`src/rtl/shader_pkg.sv`:
```
// Shared types for the shader program loader: instruction word and FSM states.
package shader_pkg;

  typedef logic [7:0] instr_t;

  localparam int NUM_INSTR_DEFAULT = 16;

  typedef enum logic [1:0] {
    IDLE,
    PENDING,
    LOAD
  } state_t;

endpackage

```
`src/rtl/spi_byte_rx.sv`:
```
// SPI slave byte receiver (CPOL=0, CPHA=1, MSB first) sampled in the pixel clock domain.
module spi_byte_rx
  import shader_pkg::*;
#(
  parameter int SYNC_STAGES = 2
) (
  input  logic   clk_i,
  input  logic   rst_i,
  input  logic   spi_sclk_i,
  input  logic   spi_mosi_i,
  input  logic   spi_cs_ni,
  output logic   byte_valid_o,
  output instr_t byte_data_o,
  output logic   cs_rise_o,
  output logic   cs_fall_o,
  output logic   partial_o
);

  logic [SYNC_STAGES-1:0] sclk_sync_q;
  logic [SYNC_STAGES-1:0] mosi_sync_q;
  logic [SYNC_STAGES-1:0] cs_sync_q;
  logic                   sclk_prev_q;
  logic                   cs_prev_q;
  logic [2:0]             bit_cnt_q;
  instr_t                 shift_q;
  logic                   byte_valid_q;

  logic sclk_s, mosi_s, cs_s, sclk_fall;

  assign sclk_s    = sclk_sync_q[SYNC_STAGES-1];
  assign mosi_s    = mosi_sync_q[SYNC_STAGES-1];
  assign cs_s      = cs_sync_q[SYNC_STAGES-1];
  assign sclk_fall = sclk_prev_q & ~sclk_s;

  // CS resets to its idle (high) level so reset release never fakes an edge.
  always_ff @(posedge clk_i or posedge rst_i) begin
    if (rst_i) begin
      sclk_sync_q <= '0;
      mosi_sync_q <= '0;
      cs_sync_q   <= '1;
      sclk_prev_q <= 1'b0;
      cs_prev_q   <= 1'b1;
    end else begin
      sclk_sync_q <= {sclk_sync_q[SYNC_STAGES-2:0], spi_sclk_i};
      mosi_sync_q <= {mosi_sync_q[SYNC_STAGES-2:0], spi_mosi_i};
      cs_sync_q   <= {cs_sync_q[SYNC_STAGES-2:0], spi_cs_ni};
      sclk_prev_q <= sclk_s;
      cs_prev_q   <= cs_s;
    end
  end

  always_ff @(posedge clk_i or posedge rst_i) begin
    if (rst_i) begin
      bit_cnt_q    <= '0;
      shift_q      <= '0;
      byte_valid_q <= 1'b0;
    end else begin
      byte_valid_q <= 1'b0;
      if (cs_s) begin
        bit_cnt_q <= '0;
      end else if (sclk_fall) begin
        shift_q   <= {shift_q[6:0], mosi_s};
        bit_cnt_q <= bit_cnt_q + 3'd1;
        if (bit_cnt_q == 3'd7) begin
          byte_valid_q <= 1'b1;
        end
      end
    end
  end

  assign byte_valid_o = byte_valid_q;
  assign byte_data_o  = shift_q;
  assign cs_rise_o    = cs_s & ~cs_prev_q;
  assign cs_fall_o    = ~cs_s & cs_prev_q;
  // Bit count still holds the trailing bits during the CS rise cycle.
  assign partial_o    = (bit_cnt_q != 3'd0);

endmodule

```
`src/rtl/shader_load_ctrl.sv`:
```
// Stages a full shader program received over SPI and bursts it into shader memory
// at the next vblank rising edge, so a frame never runs a mixed program.
module shader_load_ctrl
  import shader_pkg::*;
#(
  parameter int NUM_INSTR   = NUM_INSTR_DEFAULT,
  parameter int SYNC_STAGES = 2
) (
  input  logic       clk_i,
  input  logic       rst_i,
  input  logic       spi_sclk_i,
  input  logic       spi_mosi_i,
  input  logic       spi_cs_ni,
  input  logic       vblank_i,
  output logic       mem_load_o,
  output logic [7:0] mem_instr_o,
  output logic       busy_o,
  output logic       done_o,
  output logic       err_o
);

  localparam int IDX_W = $clog2(NUM_INSTR);
  localparam int CNT_W = $clog2(NUM_INSTR + 1);

  logic   byte_valid, cs_rise, cs_fall, partial;
  instr_t byte_data;

  spi_byte_rx #(
    .SYNC_STAGES (SYNC_STAGES)
  ) u_rx (
    .clk_i        (clk_i),
    .rst_i        (rst_i),
    .spi_sclk_i   (spi_sclk_i),
    .spi_mosi_i   (spi_mosi_i),
    .spi_cs_ni    (spi_cs_ni),
    .byte_valid_o (byte_valid),
    .byte_data_o  (byte_data),
    .cs_rise_o    (cs_rise),
    .cs_fall_o    (cs_fall),
    .partial_o    (partial)
  );

  instr_t           staging_q [NUM_INSTR];
  logic [CNT_W-1:0] byte_cnt_q;
  logic             overflow_q;
  logic             frame_acc_q;
  logic             vblank_q;
  state_t           state_q, state_d;
  logic [IDX_W-1:0] idx_q, idx_d;
  logic             mem_load_q, mem_load_d;
  instr_t           mem_instr_q, mem_instr_d;
  logic             done_q, done_d;
  logic             err_q, err_d;

  logic frame_ok, vblank_rise, stage_wr;

  assign stage_wr    = byte_valid && frame_acc_q && (byte_cnt_q < CNT_W'(NUM_INSTR));
  assign frame_ok    = frame_acc_q && (byte_cnt_q == CNT_W'(NUM_INSTR)) && !overflow_q && !partial;
  assign vblank_rise = vblank_i && !vblank_q;

  always_ff @(posedge clk_i) begin
    if (stage_wr) begin
      staging_q[byte_cnt_q[IDX_W-1:0]] <= byte_data;
    end
  end

  // A frame only owns the staging buffer if it began while nothing was pending.
  always_ff @(posedge clk_i or posedge rst_i) begin
    if (rst_i) begin
      byte_cnt_q  <= '0;
      overflow_q  <= 1'b0;
      frame_acc_q <= 1'b0;
      vblank_q    <= 1'b0;
    end else begin
      vblank_q <= vblank_i;
      if (cs_fall) begin
        byte_cnt_q  <= '0;
        overflow_q  <= 1'b0;
        frame_acc_q <= (state_q == IDLE);
      end else if (byte_valid) begin
        if (byte_cnt_q < CNT_W'(NUM_INSTR)) begin
          byte_cnt_q <= byte_cnt_q + CNT_W'(1);
        end else begin
          overflow_q <= 1'b1;
        end
      end
    end
  end

  always_ff @(posedge clk_i or posedge rst_i) begin
    if (rst_i) begin
      state_q     <= IDLE;
      idx_q       <= '0;
      mem_load_q  <= 1'b0;
      mem_instr_q <= '0;
      done_q      <= 1'b0;
      err_q       <= 1'b0;
    end else begin
      state_q     <= state_d;
      idx_q       <= idx_d;
      mem_load_q  <= mem_load_d;
      mem_instr_q <= mem_instr_d;
      done_q      <= done_d;
      err_q       <= err_d;
    end
  end

  always_comb begin
    state_d = state_q;
    idx_d   = idx_q;
    done_d  = 1'b0;
    err_d   = cs_rise && !frame_ok;
    case (state_q)
      IDLE: begin
        if (cs_rise && frame_ok) begin
          state_d = PENDING;
        end
      end
      PENDING: begin
        if (vblank_rise) begin
          state_d = LOAD;
          idx_d   = '0;
        end
      end
      LOAD: begin
        if (idx_q == IDX_W'(NUM_INSTR - 1)) begin
          state_d = IDLE;
          done_d  = 1'b1;
        end else begin
          idx_d = idx_q + IDX_W'(1);
        end
      end
      default: state_d = IDLE;
    endcase
    // Outputs are registered from the next state so the burst starts the cycle after the edge.
    mem_load_d  = (state_d == LOAD);
    mem_instr_d = mem_load_d ? staging_q[idx_d] : mem_instr_q;
  end

  assign mem_load_o  = mem_load_q;
  assign mem_instr_o = mem_instr_q;
  assign busy_o      = (state_q != IDLE);
  assign done_o      = done_q;
  assign err_o       = err_q;

endmodule
```
`config.mk`:
```
export PLATFORM = sky130hd
export DESIGN_NAME = shader_load_ctrl
export DESIGN_NICKNAME = d
export VERILOG_FILES = /design/src/rtl/shader_pkg.sv /design/src/rtl/spi_byte_rx.sv /design/src/rtl/shader_load_ctrl.sv
export SDC_FILE = /design/constraint.sdc
export NUM_CORES = 1
export LEC_CHECK = 0
export CORE_UTILIZATION = 50
export DETAILED_ROUTE_END_ITERATION = 7
export DONT_BUFFER_PORTS = 1
export PLACE_DENSITY = 0.62
export SETUP_SLACK_MARGIN = 0.1
export SLEW_MARGIN = 20
export SYNTH_ARGS = -nofsm -noshare
export SYNTH_HDL_FRONTEND = slang
export SYNTH_SLANG_ARGS = --single-unit
```
`constraint.sdc`:
```
create_clock -name clk_i -period 4.6 [get_ports clk_i]
set_input_delay 0.92 -clock clk_i [delete_from_list [all_inputs] [get_ports clk_i]]
set_output_delay 0.92 -clock clk_i [all_outputs]
set_load 0.005 [all_outputs]
```
==> results by group <==
Status
  • Status: finished clean

Routing
  • Routed WL per cell: around 22 µm
  • Post-route ant nets: 0
  • DRC viols: 0
  • Via-to-Cell Ratio: 5.96
  • 1st-pass router iterations: 4
  • DRT iter0 DRCs: around 360
  • Routed via count: just over 4000
  • Final WL: 15100 µm

Power
  • Clk network pwr share: between 30% and 40%
  • Sequential share of power: between 50 and 60%
  • Sw Ratio: approximately 29%
  • Int Pwr: slightly below 0.003 W
  • Logic pwr share: between 10% and 20%
  • Sw power: approximately 0.0012 W
  • Leakage power: around 2.7 nW
  • Total power draw: slightly above 0.004 W
  • Worst IR drop on VDD: ~270 µV
  • Pwr Density: ~530 nW/µm²

Synthesis
  • Yosys warns: 0
  • Synth Area in Simple Gates: under 10%
  • XOR/XNOR Fraction of Synth Area: less than 1%
  • Synth cell types: 48
  • Largest family of logic cells by synthesized area: compound AO/OA/AOI/OAI gates
  • Register area share after synthesis: 69.0%
  • Mapped Nets: around 520
  • Top_reg_cell synth: edfxtp_1
  • FFs w/ async S/R, synth: a little over a quarter
  • Adder-Cell Fraction of Synth Area: 2.08%
  • FF+latch count, synth: around 170
  • Synth Instances: 500
  • Post-synthesis compound-gate area fraction: 9.90%
  • Synth Cell Area: about 7000 µm²
  • Post-synthesis mux area share: a little over 7%
  • Post-synth EDFFs: roughly 130
  • Mean Syn Cell Area: approximately 14 µm²

CTS
  • Cts bufs inserted: 17
  • Setup Fix Bufs, Post-CTS: 0
  • Deepest clock path buffer count: 2
  • Root Buffer: clkbuf_16
  • Hold buffers post-CTS: 0
  • CTS H-tree lvls: 4
  • Post_cts resized: 0
  • Clock Latency Late Sink: ~0.43 ns
  • Clock transition at the registers of the reported paths: 0.06 ns
  • Sink Count: roughly 170
  • CTS tree: built

Setup path
  • Crit. End Element: flop
  • Startpoint types: flop
  • Worst R2R Path Depth: 9
  • Critical path class: reg -> reg
  • Worst reg2reg endpoint: mem_instr_o[5]$_DFFE_PP0N_
  • Setup slack, reg-to-reg: 1.32 ns
  • Crit path capture: mem_instr_o[5]$_DFFE_PP0N_
  • Critical path data arrival time: ~3.5 ns
  • Critical Path RT: around 4.8 ns
  • Worst Path Max Fanout: 19
  • Critical Path Source: state_q[0]$_DFF_PP0_
  • Reg2Reg Launch Point: state_q[0]$_DFF_PP0_

Die
  • Starting Density: 51.5%
  • Top Ports: 18
  • Die height: around 120 µm
  • Die ar.: 14900 µm²
  • Chip Width: roughly 120 µm
  • Placement Rows: 43
  • Placeable core area: around 14000 µm²

Global route
  • Antenna violations before repair: 0
  • Largest net degree at the start of global routing: 46
  • First-pass GRT wire length: ~24000 µm
  • GRT Total Usage: 22.5%
  • GRT overflow: 0
  • Vias in the first global route: just over 4000

STA
  • Final setup TNS: 0 ns
  • Max-slew headroom: between 30% and 40%
  • Slew @ Worst Pin: approximately 0.93 ns
  • Fmax: about 300 MHz
  • Final Setup Violations: 0
  • RSZ-0062 raised after global routing: false
  • Slew Viols, Final: 0
  • Period utilization: just over 70%
  • Final Hold Violating Endpoints: 0
  • Final Critical Period: 3.28 ns
  • Clk_skew: approximately 0.0069 ns

Worst hold path
  • Hold WC Path Type: reg -> reg

Final layout
  • Most common cell after layout, fill and taps aside: edfxtp_1
  • Area grow syn2layout: 9.31%
  • Share of cells above drive strength 1: roughly 11%
  • Fillcell total: around 1200
  • Most frequent cells in the layout: 128 x edfxtp_1, 42 x dfrtp_1, 40 x mux2i_1, 37 x nor2_1, 26 x nand3_1
  • Antenna diodes: 0
  • Nets: around 520

Placed design
  • PortBufs: 0
  • Placer congestion estimate: between 0.8 and 0.9
  • HPWL Detailed: 9790 µm

Flow run
  • Max-cap viol count: 0
==> registers in the layout, indices dropped and copies added, names as in the netlist <==
register           cells
state_q                2
staging_q            128
u_rx.cs_sync_q         2
frame_acc_q            1
overflow_q             1
u_rx.byte_valid_o      1
u_rx.cs_prev_q         1
mem_load_o             1
byte_cnt_q             5
u_rx.mosi_sync_q       2
mem_instr_o            8
u_rx.byte_data_o       8
u_rx.sclk_sync_q       2
u_rx.sclk_prev_q       1
done_o                 1
idx_q                  4
u_rx.bit_cnt_q         3
err_o                  1
vblank_q               1
==> per-layer routing <==
metal | track usage, % | vias to the layer above | wire length [µm]
li1 | - | 1890 | -
met1 | 30.3 | 2083 | 6590
met2 | 35.2 | 112 | 7290
met3 | 5.24 | 30 | 780
met4 | 9.68 | 0 | 403
met5 | 0 | - | 0
==> stage by stage <==
stage | utilization, % | area [µm²] | cells | worst slack, ns | hold WS (ns)
final | 56.3 | 7880 | 691 | 1.32 | 0.347
after global routing | 56.3 | 7880 | 691 | 1.08 | 0.355
after CTS | 56.3 | 7870 | 691 | 1.25 | 0.352
after detailed placement | 52.4 | 7330 | 660 | 1.33 | 0.338
after global placement | 52.4 | 7330 | 660 | 1.39 | 0.335
after floorplan | - | 7210 | 500 | 2.27 | 0.331
==> power groups by stage <==
stage | Combinational [W] | Clock, W | Sequential, W
after floorplan | 0.000569 | 0 | 0.00203
after global placement | 0.000707 | 0 | 0.00214
after detailed placement | 0.000711 | 0 | 0.00215
after CTS | 0.000721 | 0.00134 | 0.00212
after global routing | 0.000791 | 0.00140 | 0.00214
final | 0.000717 | 0.00132 | 0.00212
==> worst max-delay path: stages, from the launching register on <==
cell and delay (ns):
dfrtp_1 0.41, inv_1 0.08, ha_1 0.33, a21boi_2 0.75, a21o_1 0.42, inv_2 0.26, nor2_1 0.43, nand2_1 0.12
nand3_1 0.14, a41oi_1 0.14
==> area by class of cell <==
| cell class | count | area, µm² | share of cell area, % |
|---|---|---|---|
| Timing Repair Buffer | 5 | 37.5 | 0.476 |
| Inverter | 16 | 61.3 | 0.778 |
| Clock buffer | 20 | 437 | 5.54 |
| Clock inverter | 11 | 101 | 1.29 |
| Sequential cell | 173 | 4970 | 63.1 |
| Tap cell | 180 | 225 | 2.86 |
| Multi-Input combinational cell | 286 | 2040 | 25.9 |
==> worst min-delay path by stage <==
stage | startpoint | end | cells after the start
after floorplan | u_rx.mosi_sync_q[0]$_DFF_PP0_ | u_rx.mosi_sync_q[1]$_DFF_PP0_ | 0
after global placement | u_rx.mosi_sync_q[0]$_DFF_PP0_ | u_rx.mosi_sync_q[1]$_DFF_PP0_ | 0
after detailed placement | u_rx.sclk_sync_q[0]$_DFF_PP0_ | u_rx.sclk_sync_q[1]$_DFF_PP0_ | 0
after CTS | u_rx.sclk_sync_q[0]$_DFF_PP0_ | u_rx.sclk_sync_q[1]$_DFF_PP0_ | 0
after global routing | u_rx.mosi_sync_q[0]$_DFF_PP0_ | u_rx.mosi_sync_q[1]$_DFF_PP0_ | 0
final | u_rx.sclk_sync_q[0]$_DFF_PP0_ | u_rx.sclk_sync_q[1]$_DFF_PP0_ | 0
==> logic make-up (layout without fill, tap and decap cells) <==
kind of cell,Yosys count,after routing
xor gates and xnor gates,4,4
and+or+nand+nor,120,120
AOI/OAI and AO/OA,100,100
muxes,50,50
DFF,173,173
buffers and inverters,41,52
adders and majority gates,12,12
==> synthesized netlist by cell type, types with 8 or more instances <==
cell        n  share of area (%)
edfxtp_1  128                 53
dfrtp_1    42                 15
mux2i_1    40                5.6
nor2_1     37                1.9
nand3_1    26                1.8
a21oi_1    25                1.7
a22oi_1    21                2.2
nor2b_1    16                1.4
nand2_1    15               0.78
o21ai_0    15                1.0
a221o_1    14                1.9
inv_1      14               0.73
ha_1       12                2.1
clkbuf_1   10               0.52
mux2_2      9                1.4
a41oi_1     8               0.97
Note: power is estimated with default switching activity, not from simulation.
